### src/rtl/demux_sched_pkg.sv
// demux_sched_pkg: shared constants, FSM state type and one-hot helper for the demux select scheduler.
package demux_sched_pkg;
    localparam int CH_NUM = 4;
    localparam int SEL_W  = 2;

    typedef enum logic {IDLE, GRANT} state_t;

    function automatic logic [CH_NUM-1:0] onehot(input logic [SEL_W-1:0] sel);
        logic [CH_NUM-1:0] r_oh;
        r_oh      = '0;
        r_oh[sel] = 1'b1;
        return r_oh;
    endfunction
endpackage

### src/rtl/demux_sel_scheduler_if.sv
// demux_sel_scheduler_if: request/data inputs and select/grant outputs of the demux select scheduler.
interface demux_sel_scheduler_if;
    import demux_sched_pkg::*;
    logic              enable;
    logic [CH_NUM-1:0] req;
    logic              din;
    logic [SEL_W-1:0]  sel;
    logic              dout;
    logic [CH_NUM-1:0] grant;
    logic              busy;
    logic              slot_done;

    modport master (output enable, req, din, input sel, dout, grant, busy, slot_done);
    modport slave  (input enable, req, din, output sel, dout, grant, busy, slot_done);
endinterface

### src/rtl/rr_picker.sv
// rr_picker: combinational winner search; round-robin from last+1, or fixed lowest-index priority
// when DEMUX_SCHED_FIXED_PRIO_EN is defined.
module rr_picker
    import demux_sched_pkg::*;
(
    input  logic [CH_NUM-1:0] req,
    input  logic [SEL_W-1:0]  last,
    output logic [SEL_W-1:0]  winner,
    output logic              any_req
);
    logic [SEL_W-1:0] w_idx;

    assign any_req = |req;

`ifdef DEMUX_SCHED_FIXED_PRIO_EN
    logic w_unused_last;
    assign w_unused_last = ^last;

    always_comb begin
        winner = '0;
        w_idx  = '0;
        for (int k = CH_NUM - 1; k >= 0; k--) begin
            w_idx = SEL_W'(k);
            if (req[w_idx]) winner = w_idx;
        end
    end
`else
    // Scan farthest-first so the nearest set bit after last overwrites the others.
    always_comb begin
        winner = '0;
        w_idx  = '0;
        for (int k = CH_NUM - 1; k >= 0; k--) begin
            w_idx = last + SEL_W'(k + 1);
            if (req[w_idx]) winner = w_idx;
        end
    end
`endif
endmodule

### src/rtl/demux_sel_scheduler.sv
// demux_sel_scheduler: grants one of four channels for HOLD_CYCLES-clock slots and drives demux sel/dout.
// Build option: DEMUX_SCHED_FIXED_PRIO_EN selects fixed priority instead of round-robin.
module demux_sel_scheduler
    import demux_sched_pkg::*;
#(
    parameter int HOLD_CYCLES = 4
) (
    input  logic                  clk,
    input  logic                  rst_n,
    demux_sel_scheduler_if.slave  bus
);
    localparam int CNT_W = $clog2(HOLD_CYCLES) + 1;

    state_t            r_state, w_state_n;
    logic [CNT_W-1:0]  r_cnt, w_cnt_n;
    logic [SEL_W-1:0]  r_last, w_last_n;
    logic [SEL_W-1:0]  r_sel, w_sel_n;
    logic [CH_NUM-1:0] r_grant, w_grant_n;
    logic [SEL_W-1:0]  w_winner;
    logic              w_any_req;
    logic              w_busy;
    logic              w_slot_done;
    logic              w_start;

    rr_picker u_picker (
        .req     (bus.req),
        .last    (r_last),
        .winner  (w_winner),
        .any_req (w_any_req)
    );

    always_ff @(posedge clk or negedge rst_n) begin
        if (!rst_n) begin
            r_state <= IDLE;
            r_cnt   <= '0;
            r_last  <= 2'd3;
            r_sel   <= '0;
            r_grant <= '0;
        end else begin
            r_state <= w_state_n;
            r_cnt   <= w_cnt_n;
            r_last  <= w_last_n;
            r_sel   <= w_sel_n;
            r_grant <= w_grant_n;
        end
    end

    assign w_busy      = (r_state == GRANT);
    assign w_slot_done = w_busy && (r_cnt == '0);
    // A new grant starts from IDLE or directly on a slot's last cycle, so back-to-back slots have no gap.
    assign w_start     = bus.enable && w_any_req && (!w_busy || w_slot_done);

    always_comb begin
        w_state_n = r_state;
        w_cnt_n   = r_cnt;
        w_last_n  = r_last;
        w_sel_n   = r_sel;
        w_grant_n = r_grant;
        if (w_start) begin
            w_state_n = GRANT;
            w_cnt_n   = CNT_W'(HOLD_CYCLES - 1);
            w_last_n  = w_winner;
            w_sel_n   = w_winner;
            w_grant_n = onehot(w_winner);
        end else if (w_slot_done) begin
            w_state_n = IDLE;
            w_grant_n = '0;
        end else if (w_busy) begin
            w_cnt_n   = r_cnt - 1'b1;
        end
    end

    assign bus.sel       = r_sel;
    assign bus.grant     = r_grant;
    assign bus.busy      = w_busy;
    assign bus.slot_done = w_slot_done;
    assign bus.dout      = bus.din & w_busy;
endmodule

### src/flat_wrapper.sv
// flat-port wrapper written by rule: the top's interface ports become plain ports
module demux_sel_scheduler_flat import demux_sched_pkg::*;
#(
    parameter int HOLD_CYCLES = 4
)
  (clk, rst_n, bus_enable, bus_req, bus_din, bus_sel, bus_dout, bus_grant, bus_busy, bus_slot_done);
  demux_sel_scheduler_if bus_i ();
  input  logic clk;
  input  logic rst_n;
  input wire logic [$bits(bus_i.enable)-1:0] bus_enable;
  input wire logic [$bits(bus_i.req)-1:0] bus_req;
  input wire logic [$bits(bus_i.din)-1:0] bus_din;
  output wire logic [$bits(bus_i.sel)-1:0] bus_sel;
  output wire logic [$bits(bus_i.dout)-1:0] bus_dout;
  output wire logic [$bits(bus_i.grant)-1:0] bus_grant;
  output wire logic [$bits(bus_i.busy)-1:0] bus_busy;
  output wire logic [$bits(bus_i.slot_done)-1:0] bus_slot_done;
  assign bus_i.enable = bus_enable;
  assign bus_i.req = bus_req;
  assign bus_i.din = bus_din;
  assign bus_sel = bus_i.sel;
  assign bus_dout = bus_i.dout;
  assign bus_grant = bus_i.grant;
  assign bus_busy = bus_i.busy;
  assign bus_slot_done = bus_i.slot_done;
  demux_sel_scheduler #(.HOLD_CYCLES(HOLD_CYCLES)) u_core (.clk(clk), .rst_n(rst_n), .bus(bus_i));
endmodule
### config.mk
export PLATFORM = sky130hd
export DESIGN_NAME = demux_sel_scheduler_flat
export DESIGN_NICKNAME = d
export VERILOG_FILES = /design/src/rtl/demux_sched_pkg.sv /design/src/rtl/demux_sel_scheduler_if.sv /design/src/rtl/rr_picker.sv /design/src/rtl/demux_sel_scheduler.sv /design/src/flat_wrapper.sv
export SDC_FILE = /design/constraint.sdc
export NUM_CORES = 1
export LEC_CHECK = 0
export CORE_ASPECT_RATIO = 1.5
export CORE_UTILIZATION = 28
export DETAILED_ROUTE_END_ITERATION = 10
export GPL_ROUTABILITY_DRIVEN = 0
export HOLD_SLACK_MARGIN = 0.02
export PLACE_DENSITY = 0.51
export SLEW_MARGIN = 20
export SYNTH_ARGS = -nofsm -noshare
export SYNTH_HDL_FRONTEND = slang
export SYNTH_SLANG_ARGS = --single-unit
### constraint.sdc
create_clock -name clk -period 1.75 [get_ports clk]
set_input_delay 0.35 -clock clk [delete_from_list [all_inputs] [get_ports clk]]
set_output_delay 0.35 -clock clk [all_outputs]
set_load 0.02 [all_outputs]
==> flow_summary.html <==
<table>
<tr><th>Metric</th><th>Value</th></tr>
<tr><th colspan="2">Pwr</th></tr>
<tr><td>Worst IR Drop VDD</td><td>0.0005746 V</td></tr>
<tr><td>Pwr dens</td><td>between 1500 and 2000 nW/µm²</td></tr>
<tr><td>Static power due to leakage</td><td>between 0.4 and 0.5 nW</td></tr>
<tr><th colspan="2">Critical path</th></tr>
<tr><td>Class of the most critical setup path</td><td>input pin to register</td></tr>
<tr><td>Crit-path max FO</td><td>4</td></tr>
<tr><td>Required time of the worst setup path</td><td>1920 ps</td></tr>
<tr><td>Cell depth of the worst flop-to-flop path</td><td>5</td></tr>
<tr><td>Element type at the critical path start</td><td>input pin</td></tr>
<tr><td>CP Capture Type</td><td>register</td></tr>
<tr><td>Arrival time of data at the critical path endpoint</td><td>1870 ps</td></tr>
<tr><th colspan="2">Route</th></tr>
<tr><td>Wire length after detailed routing</td><td>~1600 µm</td></tr>
<tr><td>Number of vias after detailed routing</td><td>642</td></tr>
<tr><td>Total DRC errors in the routed layout</td><td>0</td></tr>
<tr><td>Number of detailed-routing iterations run before antenna repair</td><td>4</td></tr>
<tr><td>Routed wirelength normalized by instance count</td><td>12.63 µm</td></tr>
<tr><td>Number of nets with antenna violations after detailed routing</td><td>0</td></tr>
<tr><td>Starting DRC count in detailed routing</td><td>10</td></tr>
<tr><td>Routed vias/inst</td><td>4.977</td></tr>
<tr><th colspan="2">Clocking</th></tr>
<tr><td>Library cell used as clock root buffer</td><td>clkbuf_4</td></tr>
<tr><td># H-tree levels</td><td>1</td></tr>
<tr><td>Number of sinks driven by the clock tree</td><td>12</td></tr>
<tr><td>TritonCTS clock tree</td><td>yes</td></tr>
<tr><td>Number of buffers added by the clock tree synthesis step</td><td>3</td></tr>
<tr><td>Source-to-sink clock delay at the later pin of the worst-skew pair</td><td>270 ps</td></tr>
<tr><td>Clock Pin Slew Worst Setup and Hold Paths</td><td>approximately 80 ps</td></tr>
<tr><td>Hold-fix buffers, CTS</td><td>0</td></tr>
<tr><td>Maximum root-to-sink buffer count</td><td>2</td></tr>
<tr><th colspan="2">Layout</th></tr>
<tr><td>Most frequent standard cell in the layout excluding fill and tap cells</td><td>buf_4</td></tr>
<tr><td>Final core area utilization</td><td>42.12%</td></tr>
<tr><td>Net count of the finished layout</td><td>116</td></tr>
<tr><td>Area Growth Syn to Fin</td><td>41.84%</td></tr>
<tr><td>Highest-count cells in the layout ignoring fill and taps</td><td>buf_4, clkdlybuf4s50_1, dfrtp_1, nand2_1</td></tr>
<tr><td>Share of final-layout standard cells stronger than drive strength 1</td><td>28.57%</td></tr>
<tr><td>Number of antenna repair diodes</td><td>0</td></tr>
<tr><th colspan="2">Timing</th></tr>
<tr><td>Total of endpoints with negative setup slack in the final report</td><td>0</td></tr>
<tr><td>Min Tclk post-route</td><td>about 1700 ps</td></tr>
<tr><td>Fraction of the cycle the final worst path needs</td><td>97.06%</td></tr>
<tr><td>Worst hold slack across all endpoints</td><td>444.3 ps</td></tr>
<tr><td>Number of hold violations in the final report</td><td>0</td></tr>
<tr><td>Number of max-slew violations in the final report</td><td>0</td></tr>
<tr><td>Worst-margin pin slew</td><td>592.9 ps</td></tr>
<tr><td>Highest Clock Rate</td><td>588.8 MHz</td></tr>
<tr><td>Clock Skew</td><td>8.678 ps</td></tr>
<tr><td>Slew headroom</td><td>60.35%</td></tr>
<tr><th colspan="2">Placement</th></tr>
<tr><td>Hpwl dp</td><td>1288 µm</td></tr>
<tr><td>Port buffer count</td><td>16</td></tr>
<tr><th colspan="2">Yosys</th></tr>
<tr><td>Register area share after synthesis</td><td>41.16%</td></tr>
<tr><td>Number of distinct library cells after synthesis</td><td>31</td></tr>
<tr><td>Warnings, synthesis</td><td>0</td></tr>
<tr><td>Post-synth net total</td><td>83</td></tr>
<tr><td>Area of the mapped netlist</td><td>735.7 µm²</td></tr>
<tr><td>Total of flip-flops plus latches after synthesis</td><td>12</td></tr>
<tr><td>Synth Instances</td><td>73</td></tr>
<tr><td>Post-synthesis area per instance</td><td>slightly above 10 µm²</td></tr>
<tr><th colspan="2">Floorplanning</th></tr>
<tr><td>Die span in y</td><td>64.78 µm</td></tr>
<tr><td>Initial core utilization</td><td>about 30%</td></tr>
<tr><td>Floorplan row count</td><td>22</td></tr>
<tr><td>Area enclosed by the die boundary</td><td>2841 µm²</td></tr>
<tr><td>I/O pin count</td><td>17</td></tr>
<tr><td>Width of the chip</td><td>43.86 µm</td></tr>
<tr><td>Area of the placeable core</td><td>~2500 µm²</td></tr>
<tr><th colspan="2">Outcome</th></tr>
<tr><td>Result of the run</td><td>complete, no violations</td></tr>
<tr><th colspan="2">Min path</th></tr>
<tr><td>Tightest Hold Check Type</td><td>input pin to asynchronous set/reset pin</td></tr>
<tr><th colspan="2">Global routing</th></tr>
<tr><td>GRT Util Overall</td><td>13.57%</td></tr>
<tr><td>First-pass GRT wire length</td><td>about 2800 µm</td></tr>
<tr><td>Pin count of the biggest net entering global routing</td><td>13</td></tr>
<tr><td>Met3 routing resource usage after global routing</td><td>around 3.1%</td></tr>
<tr><td>Overall overflow remaining after global route</td><td>0</td></tr>
<tr><td>Global-route met2 utilization</td><td>roughly 23%</td></tr>
<tr><td>GRT busiest layer</td><td>met2</td></tr>
<tr><td>Vias in the first global route</td><td>649</td></tr>
<tr><td>Initial antenna violation count</td><td>0</td></tr>
<tr><td>Global-route met1 utilization</td><td>between 10% and 20%</td></tr>
<tr><th colspan="2">Flow run</th></tr>
<tr><td>Maximum Capacitance Violations</td><td>0</td></tr>
</table>
## critical path, stage by stage
cell             delay (ps)
clkdlybuf4s50_1         540
buf_4                   140
a21o_2                  140
a31oi_4                  90
nor2b_2                 180
nor3b_2                 160
a211o_1                 260
## sequential cells by signal (all words and copies together), names as in the netlist
name              count
u_core.bus.busy       1
u_core.bus.sel        2
u_core.r_last         2
u_core.r_cnt          3
u_core.bus.grant      4
## report_power, final
| group | switching, mW | total [mW] | leakage (nW) | internal, mW |
|---|---|---|---|---|
| registers | 0.105 | 0.525 | 0.142 | 0.420 |
| clock network | 0.0960 | 0.184 | 0.0150 | 0.0882 |
| logic | 0.422 | 0.870 | 0.319 | 0.448 |
| total | 0.623 | 1.58 | 0.476 | 0.956 |
## cells by family after synthesis
family	share of synthesized area, %
and+or+nand+nor	19.05
AOI/OAI and AO/OA	28.40
DFF	41.16
adders and majority gates	3.401
buffers and inverters	6.632
muxes	1.361
## timing repair
item	4_1_cts	5_1_grt
buffers inserted	0	1
cloned	0	0
hold endpoints to repair	0	0
setup endpoints to repair	3	3
pin swaps	0	1
resized for setup	6	4
## cell type report
cell class	instances	area [µm²]
Multi-Input combinational cell	52	386.6
Inverter	6	22.52
Clock buffer	4	26.28
Timing Repair Buffer	31	274.0
Fill cell	249	1434
Tap cell	24	30.03
Sequential cell	12	304.0
## per-layer routing
metal / vias to the layer above / wire [µm] / share of wire, %
li1: 326 / - / -
met2: 9 / 891 / 55
met5: - / 0 / 0
met3: 2 / 59 / 3.6
met1: 305 / 661 / 41
met4: 0 / 17 / 1.0
## cells in the mapped netlist (all sizes together)
library cell | number | area, µm²
nand2 | 7 | 26.28
buf | 2 | 22.52
o21ai | 7 | 35.03
a32oi | 2 | 17.52
nand2b | 2 | 12.51
nor3 | 1 | 5.000
dfstp | 2 | 52.55
a211o | 1 | 8.760
o41ai | 2 | 36.29
mux2i | 1 | 10.01
a221o | 1 | 10.01
a31oi | 1 | 21.27
nor3b | 1 | 12.51
clkbuf | 1 | 3.750
a21oi | 2 | 21.27
o21a | 2 | 15.01
and2 | 2 | 12.51
a22oi | 3 | 22.52
nand3 | 1 | 5.000
nand3b | 3 | 22.52
ha | 2 | 25.02
dfrtp | 10 | 250.2
a21o | 1 | 8.760
o22ai | 1 | 12.51
nor2 | 6 | 22.52
inv | 6 | 22.52
nor2b | 3 | 21.27
## final timing paths
path / startpoint / endpoint / slack, ps
setup / recovery: bus_req[0] / u_core.bus.grant[3] / 50
max in group asynchronous: rst_n / u_core.bus.busy / 870
hold / removal: rst_n / u_core.r_cnt[2] / 440
hold reg to reg: u_core.bus.sel[0] / u_core.bus.sel[0] / 490
min in group clk: u_core.bus.sel[0] / u_core.bus.sel[0] / 490
setup reg to reg: u_core.r_last[1] / u_core.bus.grant[1] / 130
## through the flow
step           TNS (ps)  area (µm²)  cells  total power [mW]  setup slack [ps]
6_report              0        1044    129             1.579             51.53
2_1_floorplan         0       735.7     73             1.046             174.3
3_5_place_dp      -1819        1005    124             1.419            -253.9
4_1_cts               0        1026    128             1.599             34.19
3_3_place_gp      -1814        1005    124             1.406            -256.3
5_1_grt          -2.179        1044    129             1.729            -2.179
(Power assumes the default switching activity.)
